[src/rtl/vga_fetch_pkg.sv]
// Shared types and constants for the VGA pixel fetch controller.
// Holds the FSM state encoding, bus widths and the default image clamps.
package vga_fetch_pkg;

    localparam int PIX_W     = 12;
    localparam int ADDR_W    = 19;
    localparam int DEF_MAX_W = 640;
    localparam int DEF_MAX_H = 480;

    typedef enum logic [1:0] {
        ST_IDLE  = 2'd0,
        ST_FETCH = 2'd1,
        ST_DONE  = 2'd2
    } fetch_state_e;

    function automatic logic [15:0] clamp_dim(input logic [15:0] v, input int unsigned lim);
        return (32'(v) > lim) ? 16'(lim) : v;
    endfunction

endpackage

[src/rtl/pixel_fifo.sv]
// Synchronous show-ahead pixel FIFO with flush and occupancy count.
// The head is forced to zero while empty so the display sees black on underflow.
module pixel_fifo #(
    parameter int DEPTH = 16,
    parameter int WIDTH = 12
) (
    input  logic                     i_clk,
    input  logic                     i_rst_n,
    input  logic                     i_flush,
    input  logic                     i_push,
    input  logic [WIDTH-1:0]         i_data,
    input  logic                     i_pop,
    output logic [WIDTH-1:0]         o_head,
    output logic [$clog2(DEPTH):0]   o_count,
    output logic                     o_empty
);
    localparam int AW = $clog2(DEPTH);

    logic [WIDTH-1:0] r_mem [DEPTH];
    logic [AW-1:0]    r_rd_ptr;
    logic [AW-1:0]    r_wr_ptr;
    logic [AW:0]      r_count;
    logic             w_push;
    logic             w_pop;

    assign o_empty = (r_count == '0);
    assign w_pop   = i_pop && !o_empty;
    assign w_push  = i_push && (r_count != (AW+1)'(DEPTH));

    always_ff @(posedge i_clk or negedge i_rst_n) begin
        if (!i_rst_n) begin
            r_rd_ptr <= '0;
            r_wr_ptr <= '0;
            r_count  <= '0;
        end else if (i_flush) begin
            r_rd_ptr <= '0;
            r_wr_ptr <= '0;
            r_count  <= '0;
        end else begin
            if (w_push) r_wr_ptr <= r_wr_ptr + AW'(1);
            if (w_pop)  r_rd_ptr <= r_rd_ptr + AW'(1);
            case ({w_push, w_pop})
                2'b10:   r_count <= r_count + (AW+1)'(1);
                2'b01:   r_count <= r_count - (AW+1)'(1);
                default: r_count <= r_count;
            endcase
        end
    end

    always_ff @(posedge i_clk) begin
        if (w_push && !i_flush) r_mem[r_wr_ptr] <= i_data;
    end

    assign o_head  = o_empty ? '0 : r_mem[r_rd_ptr];
    assign o_count = r_count;

endmodule

[src/rtl/vga_pixel_fetch_ctrl.sv]
// Fetches one frame of pixels from the frame buffer into a show-ahead FIFO
// that the VGA timing controller drains one pixel per iRequest.
module vga_pixel_fetch_ctrl
    import vga_fetch_pkg::*;
#(
    parameter int FIFO_DEPTH = 16,
    parameter int MAX_W      = DEF_MAX_W,
    parameter int MAX_H      = DEF_MAX_H
) (
    input  logic        iVGA_CLK,
    input  logic        iRST_n,
    input  logic        iFrameDone,
    input  logic        iRequest,
    input  logic [15:0] iVideo_W,
    input  logic [15:0] iVideo_H,
    input  logic [18:0] iBase_Addr,
    output logic        oMem_Req,
    output logic [18:0] oMem_Addr,
    input  logic        iMem_Ack,
    input  logic        iMem_Valid,
    input  logic [11:0] iMem_Data,
    output logic [3:0]  oRed,
    output logic [3:0]  oGreen,
    output logic [3:0]  oBlue,
    output logic        oUnderflow,
    output logic        oBusy,
    output logic [1:0]  oDbg_State
);
    localparam int CW = $clog2(FIFO_DEPTH) + 1;

    // Memory handshake: a request is transferred on any cycle where oMem_Req
    // and iMem_Ack are both high; oMem_Req/oMem_Addr hold until then. Read
    // beats (iMem_Valid) return in request order, one per cycle, no backpressure.

    fetch_state_e      r_state;
    fetch_state_e      w_state_nxt;
    logic [ADDR_W-1:0] r_addr;
    logic [ADDR_W-1:0] r_remaining;
    logic [CW-1:0]     r_outstanding;
    logic [CW-1:0]     r_discard;
    logic              r_underflow;

    logic [15:0]       w_width;
    logic [15:0]       w_height;
    logic [ADDR_W-1:0] w_total;
    logic              w_empty_frame;
    logic [CW:0]       w_in_flight;
    logic              w_mem_req;
    logic              w_ack;
    logic              w_beat;
    logic              w_push;
    logic [CW-1:0]     w_outstanding_nxt;
    logic [CW-1:0]     w_fifo_count;
    logic              w_fifo_empty;
    logic [PIX_W-1:0]  w_head;

    assign w_width       = clamp_dim(iVideo_W, MAX_W);
    assign w_height      = clamp_dim(iVideo_H, MAX_H);
    assign w_total       = ADDR_W'(32'(w_width) * 32'(w_height));
    assign w_empty_frame = (w_width == '0) || (w_height == '0);

    // Credit check: every accepted read already owns a FIFO slot, so the FIFO cannot overflow.
    assign w_in_flight = {1'b0, w_fifo_count} + {1'b0, r_outstanding};
    assign w_mem_req   = (r_state == ST_FETCH) && (r_remaining != '0)
                      && (w_in_flight < (CW+1)'(FIFO_DEPTH));
    assign w_ack       = w_mem_req && iMem_Ack;

    // Beats arriving with nothing outstanding (e.g. left over from before a reset) are ignored.
    assign w_beat            = iMem_Valid && (r_state != ST_IDLE) && (r_outstanding != '0);
    assign w_push            = w_beat && (r_discard == '0) && !iFrameDone;
    assign w_outstanding_nxt = r_outstanding + CW'(w_ack) - CW'(w_beat);

    always_ff @(posedge iVGA_CLK or negedge iRST_n) begin
        if (!iRST_n) r_state <= ST_IDLE;
        else         r_state <= w_state_nxt;
    end

    always_comb begin
        w_state_nxt = r_state;
        oBusy       = 1'b0;
        case (r_state)
            ST_IDLE: begin
                if (iFrameDone) w_state_nxt = w_empty_frame ? ST_DONE : ST_FETCH;
            end
            ST_FETCH: begin
                oBusy = 1'b1;
                if (iFrameDone)
                    w_state_nxt = w_empty_frame ? ST_DONE : ST_FETCH;
                else if (w_ack && (r_remaining == ADDR_W'(1)))
                    w_state_nxt = ST_DONE;
            end
            ST_DONE: begin
                if (iFrameDone) w_state_nxt = w_empty_frame ? ST_DONE : ST_FETCH;
            end
            default: w_state_nxt = ST_IDLE;
        endcase
    end

    // A frame start orphans every read still in flight, including one acked this cycle.
    always_ff @(posedge iVGA_CLK or negedge iRST_n) begin
        if (!iRST_n) begin
            r_addr        <= '0;
            r_remaining   <= '0;
            r_outstanding <= '0;
            r_discard     <= '0;
            r_underflow   <= 1'b0;
        end else if (iFrameDone) begin
            r_addr        <= iBase_Addr;
            r_remaining   <= w_total;
            r_outstanding <= w_outstanding_nxt;
            r_discard     <= w_outstanding_nxt;
            r_underflow   <= 1'b0;
        end else begin
            r_outstanding <= w_outstanding_nxt;
            if (w_ack) begin
                r_addr      <= r_addr + ADDR_W'(1);
                r_remaining <= r_remaining - ADDR_W'(1);
            end
            if (w_beat && (r_discard != '0)) r_discard <= r_discard - CW'(1);
            if (iRequest && w_fifo_empty) r_underflow <= 1'b1;
        end
    end

    pixel_fifo #(
        .DEPTH (FIFO_DEPTH),
        .WIDTH (PIX_W)
    ) u_fifo (
        .i_clk   (iVGA_CLK),
        .i_rst_n (iRST_n),
        .i_flush (iFrameDone),
        .i_push  (w_push),
        .i_data  (iMem_Data),
        .i_pop   (iRequest && !iFrameDone),
        .o_head  (w_head),
        .o_count (w_fifo_count),
        .o_empty (w_fifo_empty)
    );

    assign {oBlue, oGreen, oRed} = w_head;
    assign oMem_Req   = w_mem_req;
    assign oMem_Addr  = r_addr;
    assign oUnderflow = r_underflow;
    assign oDbg_State = r_state;

endmodule

[config.mk]
export PLATFORM = sky130hd
export DESIGN_NAME = vga_pixel_fetch_ctrl
export DESIGN_NICKNAME = d
export VERILOG_FILES = /design/src/rtl/vga_fetch_pkg.sv /design/src/rtl/pixel_fifo.sv /design/src/rtl/vga_pixel_fetch_ctrl.sv
export SDC_FILE = /design/constraint.sdc
export NUM_CORES = 1
export LEC_CHECK = 0
export CAP_MARGIN = 20
export CORE_MARGIN = 2
export CORE_UTILIZATION = 55
export DETAILED_ROUTE_END_ITERATION = 10
export DONT_BUFFER_PORTS = 1
export GPL_ROUTABILITY_DRIVEN = 0
export MAX_ROUTING_LAYER = met4
export PLACE_DENSITY_LB_ADDON = 0.2
export SYNTH_ARGS = -nofsm -noshare
export SYNTH_HDL_FRONTEND = slang
export SYNTH_SLANG_ARGS = --single-unit
[constraint.sdc]
create_clock -name iVGA_CLK -period 4 [get_ports iVGA_CLK]
set_input_delay 1.2 -clock iVGA_CLK [delete_from_list [all_inputs] [get_ports iVGA_CLK]]
set_output_delay 1.2 -clock iVGA_CLK [all_outputs]
set_load 0.1 [all_outputs]
# Word level (Yosys, flattened, before mapping)
# Memory sizes are Yosys's and may differ from the RTL's.
# Cells that the tools add are included.
# classes
n_addsub	10
n_mul	1
magnitude_cmp	3
eq_ne	8
muxes	25
reduce_logical	34
# ops
cell	count
19-bit 2-to-1 mux	4
16-bit logical NOT	2
16-bit 2-to-1 mux	2
19-bit by 1-bit adder with 19-bit output (second input constant)	1
19-bit by 1-bit == test with 1-bit output (second input constant)	1
16-bit by 16-bit multiplier with 19-bit output	1
19-bit nonzero test	1
19-bit by 1-bit subtractor with 19-bit output (second input constant)	1
16-bit by 10-bit > comparator with 1-bit output (second input constant)	1
16-bit by 9-bit > comparator with 1-bit output (second input constant)	1
4-bit 2-to-1 mux	4
5-bit 2-to-1 mux	3
1-bit logical AND	14
12-bit 2-to-1 mux	1
2-bit nonzero test	6
5-bit logical NOT	2
5-bit case mux with 2 select lines	1
5-bit nonzero test	2
5-bit by 1-bit subtractor with 5-bit output (second input constant)	2
4-bit by 1-bit adder with 4-bit output (second input constant)	2
2-bit 2-to-1 mux	4
5-bit by 5-bit adder with 6-bit output	1
6-bit by 5-bit less-than comparator with 1-bit output (second input constant)	1
5-bit by 1-bit adder with 5-bit output	1
15 further kinds	22
# totals
register_bits	64
ram_bits	192
wordCells	91
n_memories	1
# memory_table
name	words	word_bits	read_ports	rd_ports_with_merged_regs	write_ports	line_no	source
u_fifo.r_mem	16	12	1	0	1	pixel_fifo.sv:19	logic [WIDTH-1:0] r_mem [DEPTH];

# Longest topological paths before layout
# Gate-level depths: netlist (run 1).
# depth
depth_word	9
mapped_depth	25

# Hierarchy
# Synthesis (run 1) repeated with hierarchy kept, for this count alone.
# hier_totals
cells_unflattened	1333
hier_area_um2	16289.4
# by_module_without_submodules
mod	instances	cells_each	area_per_inst_um2
pixel_fifo	1	436	8374.3
vga_pixel_fetch_ctrl	1	897	7915.1

# Worst setup path after synthesis (run 1)
# OpenSTA, ideal clock, no wires.
# synth_path
path_kind	in2reg
from	input iVideo_H[12]
to	register r_remaining[17]
arrival_ps	7190
required_ps	3853
setup_slack_ps	-3337
stages	22
n_path_buf	1
cell_sequence	or4_1 > nor4_2 > nor2b_1 > clkbuf_1 > nor2_1 > fa_1 > inv_1 > fa_1 > fa_1 > inv_1 > ha_1 > fa_1 > inv_1 > fa_1 > inv_1 > ha_1 > or2_2 > a31oi_1 > o21a_1 > o21ai_0 > a2111oi_0 > a221oi_1
# synth_via
elab_chain_cells	4
# synth_rtl
element	line_no	source
from (decl)	vga_pixel_fetch_ctrl.sv:15	input logic [15:0] iVideo_H,
16-bit by 9-bit > comparator with 1-bit output	vga_fetch_pkg.sv:17	return (32'(v) > lim) ? 16'(lim) : v;
16-bit 2-to-1 mux (*)	vga_fetch_pkg.sv:17	
16-bit by 16-bit multiplier with 19-bit output (*)	vga_pixel_fetch_ctrl.sv:59	assign w_total = ADDR_W'(32'(w_width) * 32'(w_height));
19-bit 2-to-1 mux (*)	vga_pixel_fetch_ctrl.sv:107	end else if (iFrameDone) begin
to (signal assigned)	vga_pixel_fetch_ctrl.sv:109	r_remaining <= w_total;
to (signal assigned)	vga_pixel_fetch_ctrl.sv:117	r_remaining <= r_remaining - ADDR_W'(1);
to (decl)	vga_pixel_fetch_ctrl.sv:38	logic [ADDR_W-1:0] r_remaining;
# Mark *: on every way between the ends. The rest lies on a longest branch, timed or not.
# A chain may end at the register's enable or synchronous reset.

# Worst setup path in the final report (run 1)
# layout_path
from	input iVideo_H[9]
to	register r_remaining[17]
# The elaborated chain is that of the path after synthesis.

==> run metrics, run 1 <==
status finished, violations left; violated checks setup timing; maximum fanout along the worst path 6; Tot GR Track Use 0.267; Finish-stage setup viols 15; CP Capture Type flop; FILL cells 1978; largest net degree at the start of global routing 95; Starting Density 0.561; Yosys reg bits around 260; worst reg2reg path depth 15; die area between 30000 and 40000 um2; dpl cell area between 15000 and 20000 um2; Post-synth EDFFs 192; Setup Total Neg Slack -29.18 ns; Final min period roughly 6.5 ns; RSZ-0062 raised after global routing yes; synthesis-to-finish area growth 22.9%; Clock transition at path regs roughly 0.060 ns; Die H around 180 um; Residual DRC 0; clock tree buffer depth 3; measured slew at the worst slew-check pin 1.02 ns; CP arrival around 6.9 ns; register area share after synthesis 0.455; Peak Freq 155 MHz; H-tree levels 1; clk root buf clkbuf_16; max-cap violation count 0; FFs w/ async S/R, synth 0.250; ys flop type edfxtp_1; antenna violations before repair 1; Port Buffers 0; Final Hold Fails 0; gr ovfl total 0; Boundary Pins about 110; proportion of layout cells with a drive suffix above 1 0.281; TritonCTS Buffers 27; NumNets Final 1770; setup ws final -2.46 ns; Syn Inst Count approximately 1300; Total Wirelength 38.3 mm; FP Rows slightly above 60; Slew Limit Headroom 0.323; Hold/Removal Path Class in -> async; CTS Sinks about 260; initial DRC count 861; ANT nets after route 0; routed vias roughly 11000; post-DP HPWL around 26 mm; DR WL/cell ~20 um; Netlist cell types 58; Final Max Slew Viols 0; cell area after synthesis between 15000 and 20000 um2; core box area 28900 um2; CP Class in -> reg; drt via density 5.64; fin area between 15000 and 20000 um2; die width 176 um; Final Skew roughly 0.017 ns; Crit path required time around 4.4 ns; worst skew pair latency approximately 0.55 ns; FF-to-FF Start r_remaining[13]$_DFFE_PN0P_; most common cell after layout, fill and taps aside edfxtp_1; Syn Area/Cell around 13 um2; first-pass GRT wire length 61.7 mm; VDD IR max roughly 0.00075 V; LEAKAGE between 7 and 8 nW; commonest non-fill, non-tap cells in the layout edfxtp_1, inv_1, buf_4; crit path launch type input port; drt pass-1 iters 5; vias in the first global route around 12000; CP Launch Point iVideo_H[9]; RR Endpoint r_discard[4]$_DFFE_PN0P_; CTS tree done; fin crit share 1.61; Synth warnings 0; flop-to-flop setup slack ~0.52 ns; power density cells around 640 nW/um2
-- synthesized netlist by cell type (3+ instances only) --
cell type | n | area, um2
fa_1 | 121 | 2420
o21ai_1 | 9 | 45.0
o21ai_0 | 22 | 110
nor2b_1 | 18 | 113
or4_1 | 4 | 30.0
nor2_1 | 107 | 402
nand2b_1 | 6 | 37.5
nor3_1 | 15 | 75.1
or2_2 | 4 | 25.0
and2_1 | 20 | 125
clkbuf_1 | 28 | 105
or3_1 | 9 | 56.3
nand2_1 | 81 | 304
buf_2 | 8 | 40.0
nand4_1 | 21 | 131
buf_6 | 3 | 33.8
ha_1 | 78 | 976
edfxtp_1 | 192 | 5770
xnor2_1 | 40 | 350
xor2_1 | 24 | 210
and3_1 | 14 | 87.6
o21a_1 | 5 | 37.5
a21oi_1 | 21 | 105
buf_1 | 4 | 15.0
dfrtp_1 | 64 | 1600
nor4_1 | 9 | 56.3
mux2i_1 | 11 | 110
a211o_1 | 7 | 61.3
a311o_1 | 6 | 60.1
nand3_1 | 37 | 185
a21o_1 | 10 | 75.1
a211oi_1 | 7 | 52.6
mux4_2 | 60 | 1350
inv_1 | 185 | 694
nand3b_1 | 4 | 30.0
a31oi_1 | 3 | 18.8
and4_1 | 3 | 26.3
-- power by group --
part           switching [mW]  internal (mW)  leakage [nW]
logic                    3.75           3.21          5.01
registers               0.356           3.08          2.53
clock network            1.04           1.38         0.415
-- metal layers --
metal	GRT usage	routed length, um	vias up
li1	-	-	4815
met1	0.324	14700	5480
met2	0.464	20100	373
met3	0.0409	2480	73
met4	0.0840	1070	0
met5	-	0	-
-- logic make-up (layout without fill, tap and decap cells) --
kind of cell	after synthesis	in the layout	share of synthesized area
adders and majority gates	199	199	0.210
DFF	256	256	0.455
other	2	76	0.000464
muxes	73	73	0.0916
buffers and inverters	228	386	0.0548
xor gates and xnor gates	64	64	0.0346
and+or+nand+nor	365	365	0.113
AOI/OAI and AO/OA	102	102	0.0415
-- flip-flops by register name (all words and copies together), names as in the netlist --
name,cells
r_discard,5
r_outstanding,5
oUnderflow,1
oDbg_State,2
u_fifo.r_mem,192
oMem_Addr,19
u_fifo.o_count,5
u_fifo.r_rd_ptr,4
r_remaining,19
u_fifo.r_wr_ptr,4
-- critical path, stage by stage --
cell and delay (ns):
or4_4 0.53, nor4_4 0.26, o21a_1 0.25, buf_12 0.15, and2_4 0.17, nand2_2 0.06, fa_1 0.47, fa_2 0.56
fa_2 0.43, fa_1 0.51, inv_2 0.05, fa_1 0.56, inv_2 0.04, fa_1 0.34, inv_1 0.06, ha_2 0.28
buf_6 0.13, buf_4 0.14, nand3_2 0.11, o21ai_1 0.12, a2111oi_2 0.37, a221oi_2 0.06
-- area by class of cell --
class                           instances  area (um2)  share of cell area
Antenna cell                            1        2.50            0.000126
Clock buffer                           32         694              0.0349
Clock inverter                         15         148             0.00742
Inverter                              185         694              0.0349
Multi-Input combinational cell        878        9160               0.460
Sequential cell                       256        7370               0.370
Tap cell                              384         480              0.0241
Timing Repair Buffer                  154        1350              0.0678
-- metrics by stage --
step	cells	util	hold slack, ns	worst slack, ns	power (mW)
floorplan	1362	-	0.515	-2.97	8.02
global placement	1841	0.627	0.554	-3.12	9.57
detailed placement	1841	0.627	0.568	-3.24	9.72
CTS	1896	0.673	0.331	-2.40	12.5
global route	1905	0.690	0.317	-2.70	13.7
finish	1905	0.690	0.342	-2.46	12.8
-- worst max-delay path by stage --
stage	to	cells past startpoint
finish	r_remaining[17]$_DFFE_PN0P_	22
global route	r_remaining[17]$_DFFE_PN0P_	22
CTS	r_remaining[17]$_DFFE_PN0P_	21
detailed placement	r_remaining[18]$_DFFE_PN0P_	21
global placement	r_remaining[17]$_DFFE_PN0P_	22
floorplan	r_remaining[17]$_DFFE_PN0P_	24
-- repair_timing --
| action | in CTS | in global routing |
|---|---|---|
| pin swaps | 53 | 55 |
| hold buffers | 0 | 0 |
| resized for setup | 94 | 93 |
| setup buffers | 8 | 12 |
| endpoints found under the setup margin | 25 | 17 |
| cloned | 0 | 1 |
| endpoints found under the hold margin | 0 | 0 |
No activity file was read; power rests on OpenSTA's default activity.
==> inputs of run 2 (changes only) <==
clock period = 5.5 ns   (was 4 ns; I/O delays follow)
==> run 2 against run 1 <==
  * The flow still finishes with violations (setup timing)
  * Sequential cell count unchanged
  * Core utilization down 2.2 points
  * Clock power down 27%
  * Wire length down 5.9%
  * Clock skew down 0.0049 ns
  * Non-clock buffer count down 27
==> run metrics, run 2 (same netlist as run 1, synthesis figures left out) <==
largest net degree at the start of global routing 95; worst hold path depth 2; first-pass GRT wire length 57.9 mm; FP Rows a little over 60; final cell count without fillers 1874; drt pass-1 iters 5; FF-to-FF Start oDbg_State[1]$_DFFE_PN0P_; total power around 9.5 mW; proportion of layout cells with a drive suffix above 1 0.253; CP Class in -> reg; worst skew pair latency 0.53 ns; CP endpoint r_remaining[18]$_DFFE_PN0P_; antenna violations before repair 0; CTS Sinks between 200 and 300; most common cell after layout, fill and taps aside edfxtp_1; CP Capture Type flop; measured slew at the worst slew-check pin around 1.0 ns; Total Wirelength between 30 and 40 mm; Crit path required time just under 6 ns; violated checks setup timing; Final min period a little under 7 ns; Die H 176 um; Critical-path top delay cell fa_1; LEAKAGE 7.80 nW; Hold/Removal Path Class reg -> reg; Final Hold Fails 0; Reg with most FFs u_fifo.r_mem; fin crit share 1.24; Starting Density 0.561; initial DRC count ~660; max FFs per register 192; Critical Path Most Common Cell fa_1; clk root buf clkbuf_16; Sequential Power Share 0.274; Slew Limit Headroom 0.303; NumNets Final approximately 1700; RSZ-0062 raised after global routing yes; crit path launch type input port; clock tree buffer depth 3; commonest non-fill, non-tap cells in the layout edfxtp_1, inv_1, fa_1; Clock Power Share 0.186; Residual DRC 0; vias in the first global route around 11000; Boundary Pins between 100 and 150; synthesis-to-finish area growth 19.0%; sw power around 3.8 mW; CP max stage delay between 0.5 and 0.6 ns; core box area 28900 um2; routed vias between 10000 and 15000; cts hold-fix bufs 0; Final Skew around 0.012 ns; Clock transition at path regs 0.07 ns; pre-CTS setup slack -2.18 ns; Antenna Cells 0; die width roughly 180 um; power density cells 491 nW/um2; dpl cell area between 15000 and 20000 um2; Peak Freq 146 MHz; RR Endpoint r_discard[4]$_DFFE_PN0P_; status finished, violations left; CP Launch Point iVideo_H[9]; VDD IR max 0.000626 V; fin area 19300 um2; maximum fanout along the worst path 5; flop-to-flop setup slack approximately 1.5 ns; switch share 0.406; max-cap violation count 0; post-DP HPWL around 25 mm; Internal Power ~5.6 mW; die area 30800 um2; CTS tree done; Final Max Slew Viols 0; Comb power frac 0.540; Placed Instances roughly 1800; Tot GR Track Use 0.249; gr ovfl total 0; drt via density between 5 and 6; ANT nets after route 0; setup ws final -1.33 ns; CP arrival about 7.2 ns; H-tree levels 1; Port Buffers 0; worst reg2reg path depth 15; FILL cells a little over 2000; TritonCTS Buffers 25; Finish-stage setup viols 13; DR WL/cell ~19 um
run 2: final cells by class:
class	count	area (um2)	share of cell area
Inverter	185	694	0.0360
Sequential cell	256	7370	0.382
Clock buffer	28	637	0.0330
Timing Repair Buffer	127	1020	0.0531
Tap cell	384	480	0.0249
Multi-Input combinational cell	878	8870	0.460
Clock inverter	16	200	0.0104
run 2: worst min-delay path by stage:
stage,start,to,slack (ns)
floorplan,r_outstanding[0]$_DFF_PN0_,r_outstanding[0]$_DFF_PN0_,0.52
global placement,u_fifo.r_wr_ptr[1]$_DFFE_PN0P_,u_fifo.r_wr_ptr[1]$_DFFE_PN0P_,0.57
detailed placement,u_fifo.o_count[3]$_DFFE_PN0P_,u_fifo.o_count[3]$_DFFE_PN0P_,0.57
CTS,u_fifo.o_count[3]$_DFFE_PN0P_,u_fifo.o_count[3]$_DFFE_PN0P_,0.58
global route,u_fifo.o_count[3]$_DFFE_PN0P_,u_fifo.o_count[3]$_DFFE_PN0P_,0.62
finish,u_fifo.o_count[3]$_DFFE_PN0P_,u_fifo.o_count[3]$_DFFE_PN0P_,0.58
run 2: critical path, delay by kind of cell:
kind,cells,cell delay (ns)
XOR/XNOR,1,0.16
buffers and inverters,7,0.61
AO/OA/AOI/OAI,3,0.57
adder cells (fa/ha/maj),7,3.02
AND/OR/NAND/NOR,6,1.14
multiplexers,1,0.09
run 2: power by group through the flow:
stage / sequential, mW / clock (mW) / combinational, mW
after global routing: 2.62 / 1.85 / 5.57
after global placement: 2.63 / 0 / 4.48
after detailed placement: 2.63 / 0 / 4.54
final: 2.59 / 1.76 / 5.11
after floorplan: 2.56 / 0 / 3.24
after CTS: 2.59 / 1.79 / 4.79
run 2: metal layers:
layer  wire, um  GRT usage  vias up
met4        782     0.0530        0
met2      18500      0.430      267
li1           -          -     4762
met3       1610     0.0338       62
met1      15100      0.318     5172
met5          0          -        -
run 2: timing repair:
action                                  4_1_cts  5_1_grt
hold endpoints to repair                      0        0
pin swaps                                    40       24
endpoints found under the setup margin       14       14
setup buffers                                16        6
resized for setup                            77       51
run 2: per-stage QoR:
stage               hold slack [ns]  TNS [ns]   util
floorplan                     0.515    -19.31      -
global placement              0.571    -24.07  0.617
detailed placement            0.572    -25.58  0.617
CTS                           0.580    -13.63  0.661
global route                  0.617    -16.63  0.668
finish                        0.579    -13.45  0.668
